### config.mk
export PLATFORM = sky130hd
export DESIGN_NAME = ddr_write_buffer
export DESIGN_NICKNAME = d
export VERILOG_FILES = /design/src/rtl/ddr_buf_pkg.sv /design/src/rtl/ddr_wbuf_fifo.sv /design/src/rtl/ddr_write_buffer.sv
export SDC_FILE = /design/constraint.sdc
export NUM_CORES = 1
export LEC_CHECK = 0
export CAP_MARGIN = 20
export CORE_MARGIN = 1
export CORE_UTILIZATION = 35
export CTS_BUF_LIST = sky130_fd_sc_hd__clkbuf_8
export DETAILED_ROUTE_END_ITERATION = 10
export PLACE_DENSITY_LB_ADDON = 0.12
export SYNTH_ARGS = -nofsm -noshare
export SYNTH_HDL_FRONTEND = slang
export SYNTH_HIERARCHICAL = 1
export SYNTH_SLANG_ARGS = --single-unit
### constraint.sdc
create_clock -name clk -period 9.51 [get_ports clk]
set_input_delay 1.902 -clock clk [delete_from_list [all_inputs] [get_ports clk]]
set_output_delay 1.902 -clock clk [all_outputs]
set_load 0.05 [all_outputs]
### src/rtl/ddr_buf_pkg.sv
// Shared types and helpers for the DDR write buffer.
package ddr_buf_pkg;

  // Largest burst the buffer releases in one go (burst_size = 3).
  localparam int MAX_BURST = 8;

  // Width of beat counters; holds values 0..MAX_BURST.
  localparam int BEAT_W = $clog2(MAX_BURST) + 1;

  typedef enum logic {
    IDLE  = 1'b0,
    BURST = 1'b1
  } state_t;

  // Beats per burst for an encoded burst size: 1, 2, 4 or 8.
  function automatic logic [BEAT_W-1:0] burst_beats(input logic [1:0] size);
    return BEAT_W'(1) << size;
  endfunction

endpackage

### src/rtl/ddr_wbuf_fifo.sv
// Beat storage for the DDR write buffer: circular array with wrap-bit
// pointers, registered occupancy and a full flag decoded from it.
module ddr_wbuf_fifo
  import ddr_buf_pkg::*;
#(
  parameter int DEPTH  = 16,
  parameter int ADDR_W = 8,
  parameter int DATA_W = 64
) (
  input  logic                     clk,
  input  logic                     rst,
  input  logic                     push_req_i,
  input  logic [ADDR_W-1:0]        waddr_i,
  input  logic [DATA_W-1:0]        wdata_i,
  input  logic                     pop_i,
  output logic                     wfull_o,
  output logic [ADDR_W-1:0]        rd_addr_o,
  output logic [DATA_W-1:0]        rd_data_o,
  output logic [$clog2(DEPTH):0]   count_o
);

  localparam int IDX_W = $clog2(DEPTH);
  localparam int PTR_W = IDX_W + 1;

  logic [ADDR_W+DATA_W-1:0] mem [DEPTH];

  logic [PTR_W-1:0] wptr_q, rptr_q;
  logic [PTR_W-1:0] count_q, count_d;
  logic             push_en;

  // Full comes straight from the registered count; a pop in the same cycle
  // does not free a slot for the incoming beat.
  assign wfull_o = (count_q == PTR_W'(DEPTH));
  assign push_en = push_req_i && !wfull_o;

  // Next occupancy: a push and a pop in the same cycle cancel out.
  // NOTE: every always_comb output gets a default first so no path leaves it unassigned and a latch is never inferred.
  always_comb begin
    count_d = count_q;
    if (push_en && !pop_i) begin
      count_d = count_q + 1'b1;
    end else if (!push_en && pop_i) begin
      count_d = count_q - 1'b1;
    end
  end

  // Pointer and occupancy registers; reset empties the buffer at once.
  // NOTE: sequential state uses non-blocking assignments so every register samples pre-edge values.
  always_ff @(posedge clk or posedge rst) begin
    if (rst) begin
      wptr_q  <= '0;
      rptr_q  <= '0;
      count_q <= '0;
    end else begin
      if (push_en) wptr_q <= wptr_q + 1'b1;
      if (pop_i)   rptr_q <= rptr_q + 1'b1;
      count_q <= count_d;
    end
  end

  // Beat storage write port.
  // NOTE: the array has no reset; stale entries are unreachable because the pointers and count are reset.
  always_ff @(posedge clk) begin
    if (push_en) mem[wptr_q[IDX_W-1:0]] <= {waddr_i, wdata_i};
  end

  // Head entry is read combinationally so it is valid in the same cycle.
  assign {rd_addr_o, rd_data_o} = mem[rptr_q[IDX_W-1:0]];
  assign count_o = count_q;

endmodule

### src/rtl/ddr_write_buffer.sv
// DDR write buffer: collects beats from the AXI write path and releases
// them to the DDR scheduler only as complete bursts of 1 << burst_size.
module ddr_write_buffer
  import ddr_buf_pkg::*;
#(
  parameter int DEPTH  = 16,
  parameter int ADDR_W = 8,
  parameter int DATA_W = 64
) (
  input  logic                   clk,
  input  logic                   rst,
  input  logic [ADDR_W-1:0]      waddr,
  input  logic [DATA_W-1:0]      wdata,
  input  logic                   wstrobe,
  output logic                   wfull,
  output logic                   werr,
  input  logic [1:0]             burst_size,
  output logic                   dq_valid,
  input  logic                   dq_ready,
  output logic [ADDR_W-1:0]      dq_addr,
  output logic [DATA_W-1:0]      dq_data,
  output logic                   dq_last,
  output logic [$clog2(DEPTH):0] count
);

  localparam int COUNT_W = $clog2(DEPTH) + 1;

  state_t            state_q;
  logic [BEAT_W-1:0] beat_cnt_q;
  logic [BEAT_W-1:0] beats_lat_q;
  logic              dq_valid_q;
  logic              dq_last_q;
  logic              werr_q;
  logic              handshake;
  logic [BEAT_W-1:0] req_beats;

  assign handshake = dq_valid_q && dq_ready;
  assign req_beats = burst_beats(burst_size);

  ddr_wbuf_fifo #(
    .DEPTH  (DEPTH),
    .ADDR_W (ADDR_W),
    .DATA_W (DATA_W)
  ) u_fifo (
    .clk        (clk),
    .rst        (rst),
    .push_req_i (wstrobe),
    .waddr_i    (waddr),
    .wdata_i    (wdata),
    .pop_i      (handshake),
    .wfull_o    (wfull),
    .rd_addr_o  (dq_addr),
    .rd_data_o  (dq_data),
    .count_o    (count)
  );

  // Burst sequencer: waits in IDLE until a whole burst is buffered, then
  // streams exactly that many beats; burst length is frozen on entry.
  always_ff @(posedge clk or posedge rst) begin
    if (rst) begin
      state_q     <= IDLE;
      beat_cnt_q  <= '0;
      beats_lat_q <= '0;
      dq_valid_q  <= 1'b0;
      dq_last_q   <= 1'b0;
    end else begin
      case (state_q)
        IDLE: begin
          if (count >= COUNT_W'(req_beats)) begin
            state_q     <= BURST;
            beats_lat_q <= req_beats;
            beat_cnt_q  <= '0;
            dq_valid_q  <= 1'b1;
            dq_last_q   <= (req_beats == BEAT_W'(1));
          end
        end
        BURST: begin
          if (handshake) begin
            beat_cnt_q <= beat_cnt_q + 1'b1;
            if (dq_last_q) begin
              state_q    <= IDLE;
              dq_valid_q <= 1'b0;
              dq_last_q  <= 1'b0;
            end else begin
              dq_last_q <= (beat_cnt_q + 1'b1 == beats_lat_q - 1'b1);
            end
          end
        end
        default: begin
          state_q    <= IDLE;
          dq_valid_q <= 1'b0;
          dq_last_q  <= 1'b0;
        end
      endcase
    end
  end

  // Overflow flag: a beat offered while full is dropped and flagged for one cycle.
  always_ff @(posedge clk or posedge rst) begin
    if (rst) begin
      werr_q <= 1'b0;
    end else begin
      werr_q <= wstrobe && wfull;
    end
  end

  assign dq_valid = dq_valid_q;
  assign dq_last  = dq_last_q;
  assign werr     = werr_q;

endmodule

**Yosys cells after proc, flatten, opt, wreduce, memory -nomap -nowiden**

Memories as Yosys holds them, arrays and structs flattened.
Cells that the tools add are included.
W data, S select, Z words.

- Register bits: 27
- Bits in latches: 0
- Memory bits (writable): 1152
- Bits in read-only memories: 0
- Input bits: 78
- Memories kept: 1

Memories:

| name | words | width | read ports | clocked after memory_dff | write ports | line | text |
|---|---|---|---|---|---|---|---|
| u_fifo.mem | 16 | 72 | 1 | 0 | 1 | ddr_wbuf_fifo.sv:25 | `logic [ADDR_W+DATA_W-1:0] mem [DEPTH];` |

- Add/sub/neg operators: 6
- Multipliers: 0
- Div/mod/pow operators: 0
- Order comparisons: 1
- Equal/unequal tests: 6
- Shifts and indexed selects: 1
- Mux-type cells: 19
- Bitwise gates (word level): 1
- Reduce and logical (&&, ||, !) cells: 12

Operator list:

| cell | number |
|---|---|
| $add A5 B1 Y5 const B | 3 |
| $mux W1 | 11 |
| $mux W5 | 2 |
| $mux W4 | 2 |
| $pmux W4 S2 | 1 |
| $pmux W1 S2 | 3 |
| $eq A5 B5 Y1 const B | 1 |
| $ge A5 B4 Y1 | 1 |
| $logic_and A1 B1 Y1 | 5 |
| $sub A5 B1 Y5 const B | 1 |
| $add A4 B1 Y4 const B | 1 |
| $eq A4 B1 Y1 const B | 1 |
| $eq A4 B4 Y1 | 1 |
| $ne A2 B1 Y1 const B | 2 |
| $reduce_and A2 Y1 | 2 |
| $shl A1 B2 Y4 const A | 1 |
| $sub A4 B1 Y4 const B | 1 |
| $logic_not A1 Y1 | 3 |
| $reduce_and A3 Y1 | 1 |
| $ne A2 B2 Y1 const B | 1 |
| $reduce_bool A2 Y1 | 1 |
| $not A1 Y1 | 1 |

**Depth between registers and ports, before layout**

- Depth after elaboration: 7
- Mapped depth: 10

**Hierarchy**

The synthesis kept the hierarchy.

Modules (own cells, without submodules):

| module | times used | cells an instance | area an instance (um^2) | seq. area each (um^2) |
|---|---|---|---|---|
| ddr_wbuf_fifo | 1 | 1847 | 43740.7 | 34918.5 |
| ddr_write_buffer | 1 | 71 | 745.7 | 300.3 |

**Least setup slack after synthesis**

No wires, ideal clock.

- Kind: input port to flip-flop
- Start point: input wstrobe
- End point: memory u_fifo/mem[0][0] (netlist bit), enable pin
- Data arrival time: 8858 ps
- Path slack: -28 ps
- Cell stages on the path: 2
- Buffers on the path: 0
- Path through: o41ai_2 nor4_1

- Word-level cells in the longest chain between the ends: 3

Ends and longest elaborated chain:

| item | line | text |
|---|---|---|
| start: declaration | ddr_write_buffer.sv:14 | `input logic wstrobe,` |
| $logic_and A1 B1 Y1 | ddr_wbuf_fifo.sv:34 | `assign push_en = push_req_i && !wfull_o;` |
| $mux W1 | ddr_wbuf_fifo.sv:64 | `if (push_en) mem[wptr_q[IDX_W-1:0]] <= {waddr_i, wdata_i};` |
| $mux W1 (not written as such) | ddr_wbuf_fifo.sv:64 |  |
| end: declaration | ddr_wbuf_fifo.sv:25 |  |

No other way between the ends.

**Worst setup path in the final report**

- Start point: register u_fifo.rptr_q[2]
- End point: output dq_data[26]

- Word-level cells in the longest chain between the ends: 1

Ends and longest elaborated chain:

| item | line | text |
|---|---|---|
| start: declaration | ddr_wbuf_fifo.sv:27 | `logic [PTR_W-1:0] wptr_q, rptr_q;` |
| start signal: assignment | ddr_wbuf_fifo.sv:56 | `if (pop_i) rptr_q <= rptr_q + 1'b1;` |
| $mem_v2 Z16 W72 | n/a |  |
| end: declaration | ddr_write_buffer.sv:21 | `output logic [DATA_W-1:0] dq_data,` |

No other way between the ends.

==> reports/qor.csv <==
stage,metric,value,unit
timing,final setup vio count,0,
grt,initial antenna violation count,16,
synthesis,asr flop ratio synth,0.02124,
layout,"most common cell after layout, fill and taps aside",edfxtp_1,
timing,RSZ-0062 raised after global routing,false,
synthesis,YS warnings,6,
layout,final std cells w/o fill,4041,
timing,final max-slew violation count,0,
synthesis,"EDFF count, synth",1152,
worst_hold_path,worst min path class,register to register,
power,Cell Pwr Density,318.1,mW/mm^2
detailed_routing,antenna-violating nets left,0,
synthesis,post-synth net total,2012,
floorplanning,core area,0.1259,mm^2
power,Int Pwr,10.46,mW
floorplanning,Initial Utilization,0.3534,
synthesis,top cell type's share of synthesized area,0.7776,
synthesis,largest cells by area after synthesis,"edfxtp_1 (78%), mux4_2 (15%), a22oi_1 (2.4%), dfrtp_1 (1.4%), nand2_1 (0.73%)",
layout,Area growth syn-to-layout,16.23,%
synthesis,Syn Inst Count,1918,
timing,relative slew slack,0.2679,
power,Pleak,16.47,nW
synthesis,Mapped Area,0.04449,mm^2
critical_path,Setup Crit Path Kind,register to primary output,
timing,post-layout min period,6.293,ns
floorplanning,Die ar.,0.1285,mm^2
timing,Worst Tran Pin Value,1.098,ns
floorplanning,row count,130,
timing,final hold vios,0,
clock_tree,CTS tree,yes,
power,clock group share of total power,0.243,
grt,maximum number of pins on one net before global-route repair,140,
placed_design,placed insts,3673,
synthesis,Synth area leader,edfxtp_1,
clock_tree,Worst-Skew Late Latency,0.88,ns
power,sequential share of power,0.395,
critical_path,CP endpoint kind,primary output,
clock_tree,post-CTS setup buffer count,0,
placed_design,dpl hpwl,56.14,mm
synthesis,main flop type after synthesis,edfxtp_1,
critical_path,"Arr. time, crit path",4.39,ns
clock_tree,CTS max path bufs,3,
placed_design,routability cong.,0.6972,
synthesis,#FFs+latches synth,1177,
critical_path,Setup crit start kind,register,
grt,vias in the first global route,23035,
timing,Tcrit/Tclk final,0.6617,
clock_tree,clk root buf,clkbuf_8,
grt,first-pass GRT wire length,161.4,mm
critical_path,Worst EP required,7.61,ns
power,Tot Pwr,16.45,mW
detailed_routing,First DRT Iteration DRCs,1705,
clock_tree,CTS Hold Bufs,0,
critical_path,peak fanout along the critical path,52,
placed_design,PortBufs,158,
power,power share of the combinational group,0.363,
floorplanning,num ports,159,
detailed_routing,DRC errors left,0,
detailed_routing,Routed WL,111.1,mm
flow_run,Max-Cap Viols,0,
detailed_routing,Routed wire per std cell,27.48,um
synthesis,count of cell types in the netlist,42,
outcome,status,"complete, no violations",
layout,Reg area,0.03523,mm^2
layout,fin nets,2317,
synthesis,register area share after synthesis,0.7917,
power,sw frac,0.3644,
layout,most frequent cells in the layout,"edfxtp_1 (1152), mux4_2 (288), clkbuf_8 (202), clkdlybuf4s50_1 (158), a22oi_1 (144)",
detailed_routing,drt via density,5.204,
timing,Fmax achieved,158.9,MHz
clock_tree,CTS resizes,0,
timing,skew final,0.04151,ns
floorplanning,Die H,358.5,um
clock_tree,clock transition at the registers of the reported paths,0.06,ns
power,Max IR drop VDD,0.2608,mV
detailed_routing,drt pass-1 iters,5,
grt,total gr overflow,0,
clock_tree,H-tree Lvls,4,
detailed_routing,via count,21029,
timing,final setup TNS,0,ns
layout,Fill cells,11163,
layout,share of cells above drive strength 1,0.2519,
clock_tree,# clock sinks,1177,
clock_tree,clock buffer count from CTS,198,
grt,Global Route Usage Sum,0.1767,
floorplanning,Chip Width,358.5,um
layout,footprint of the multi-input gates,0.008887,mm^2
power,Switching Power,5.994,mW
synthesis,mean post-synth cell area,23.19,um^2
==> power by group through the flow <==
stage / sequential, mW / clock [mW] / combinational [mW]
finish: 6.49 / 3.99 / 5.97
global placement: 6.58 / 0 / 6.12
floorplan: 6.58 / 0 / 4.05
CTS: 6.50 / 4.13 / 6.14
detailed placement: 6.61 / 0 / 6.12
global route: 6.55 / 4.35 / 6.37
==> routing by layer <==
metal,part of all wire,wire [um],up-vias,GRT usage
li1,-,-,8856,-
met1,0.43,48190,11410,0.2349
met2,0.49,54700,540,0.2912
met3,0.053,5928,205,0.04107
met4,0.019,2127,18,0.04856
met5,0.0010,111,-,0
==> worst paths after layout <==
kind | slack [ns] | to | depth (start not counted) | start
min in group asynchronous | 1.38 | beats_lat_q[3] | 2 | rst
max reg2reg | 5.83 | u_fifo/mem[15][0] | 7 | u_fifo/count_o[4]
max | 3.22 | dq_data[26] | 5 | u_fifo/rptr_q[2]
min reg2reg | 0.50 | dq_valid | 1 | dq_valid
max in group asynchronous | 7.58 | u_fifo/rptr_q[0] | 2 | rst
min | 0.50 | dq_valid | 1 | dq_valid
==> area by class of cell <==
type / count / area share
diodes: 5 / 0.0002420
clock buffers: 202 / 0.05377
clock inverters: 161 / 0.01370
inverters: 15 / 0.001089
multi-input cells: 626 / 0.1719
flip-flops and latches: 1177 / 0.6813
well taps: 1650 / 0.03993
repair buffers: 205 / 0.03814
==> logic make-up after synthesis <==
kind of cell / share of synthesized area
flops: 0.7917
compound gates: 0.02863
mux: 0.1477
xor+xnor: 0.003347
buf+inv: 0.01125
fa+ha+maj: 0.004669
simple gates: 0.01277
==> critical path, stage by stage, from the launching register on <==
cell	delay, ns
dfrtp_1	0.52
nor2b_4	0.74
buf_4	0.93
a22oi_1	0.15
nand2_1	0.23
clkdlybuf4s50_1	0.89
==> synthesized netlist by cell type, types with 3 or more instances <==
cell type / number
edfxtp_1: 1152
mux4_2: 288
a22oi_1: 144
nand2_1: 87
clkbuf_1: 56
buf_2: 25
dfrtp_1: 25
ha_1: 15
inv_1: 14
buf_4: 10
xnor2_1: 10
buf_1: 9
nor2_1: 7
nor3_1: 7
xor2_1: 7
o21ai_0: 6
and3_1: 5
nor4_1: 5
a21o_1: 4
nand3_1: 4
and2_1: 3
mux2i_1: 3
nand2b_1: 3
nor2b_1: 3
o31ai_1: 3
==> metrics by stage <==
stage	setup slack, ns	utilization	hold WS [ns]	area (um^2)
CTS	3.004	0.4106	0.5092	51690
global route	2.881	0.4107	0.5450	51700
floorplan	-0.02799	-	0.4931	44490
finish	3.217	0.4107	0.5040	51710
global placement	3.929	0.3829	0.4818	48210
detailed placement	3.976	0.3829	0.4936	48210
==> flip-flops by register name, indices dropped and copies added, names as in the netlist <==
name and cells:
dq_valid 1, state_q 1, u_fifo/rptr_q 4, u_fifo/mem 1152
u_fifo/count_o 5, beats_lat_q 4, dq_last 1, beat_cnt_q 4
werr 1, u_fifo/wptr_q 4
No activity file was read; power rests on OpenSTA's default activity.
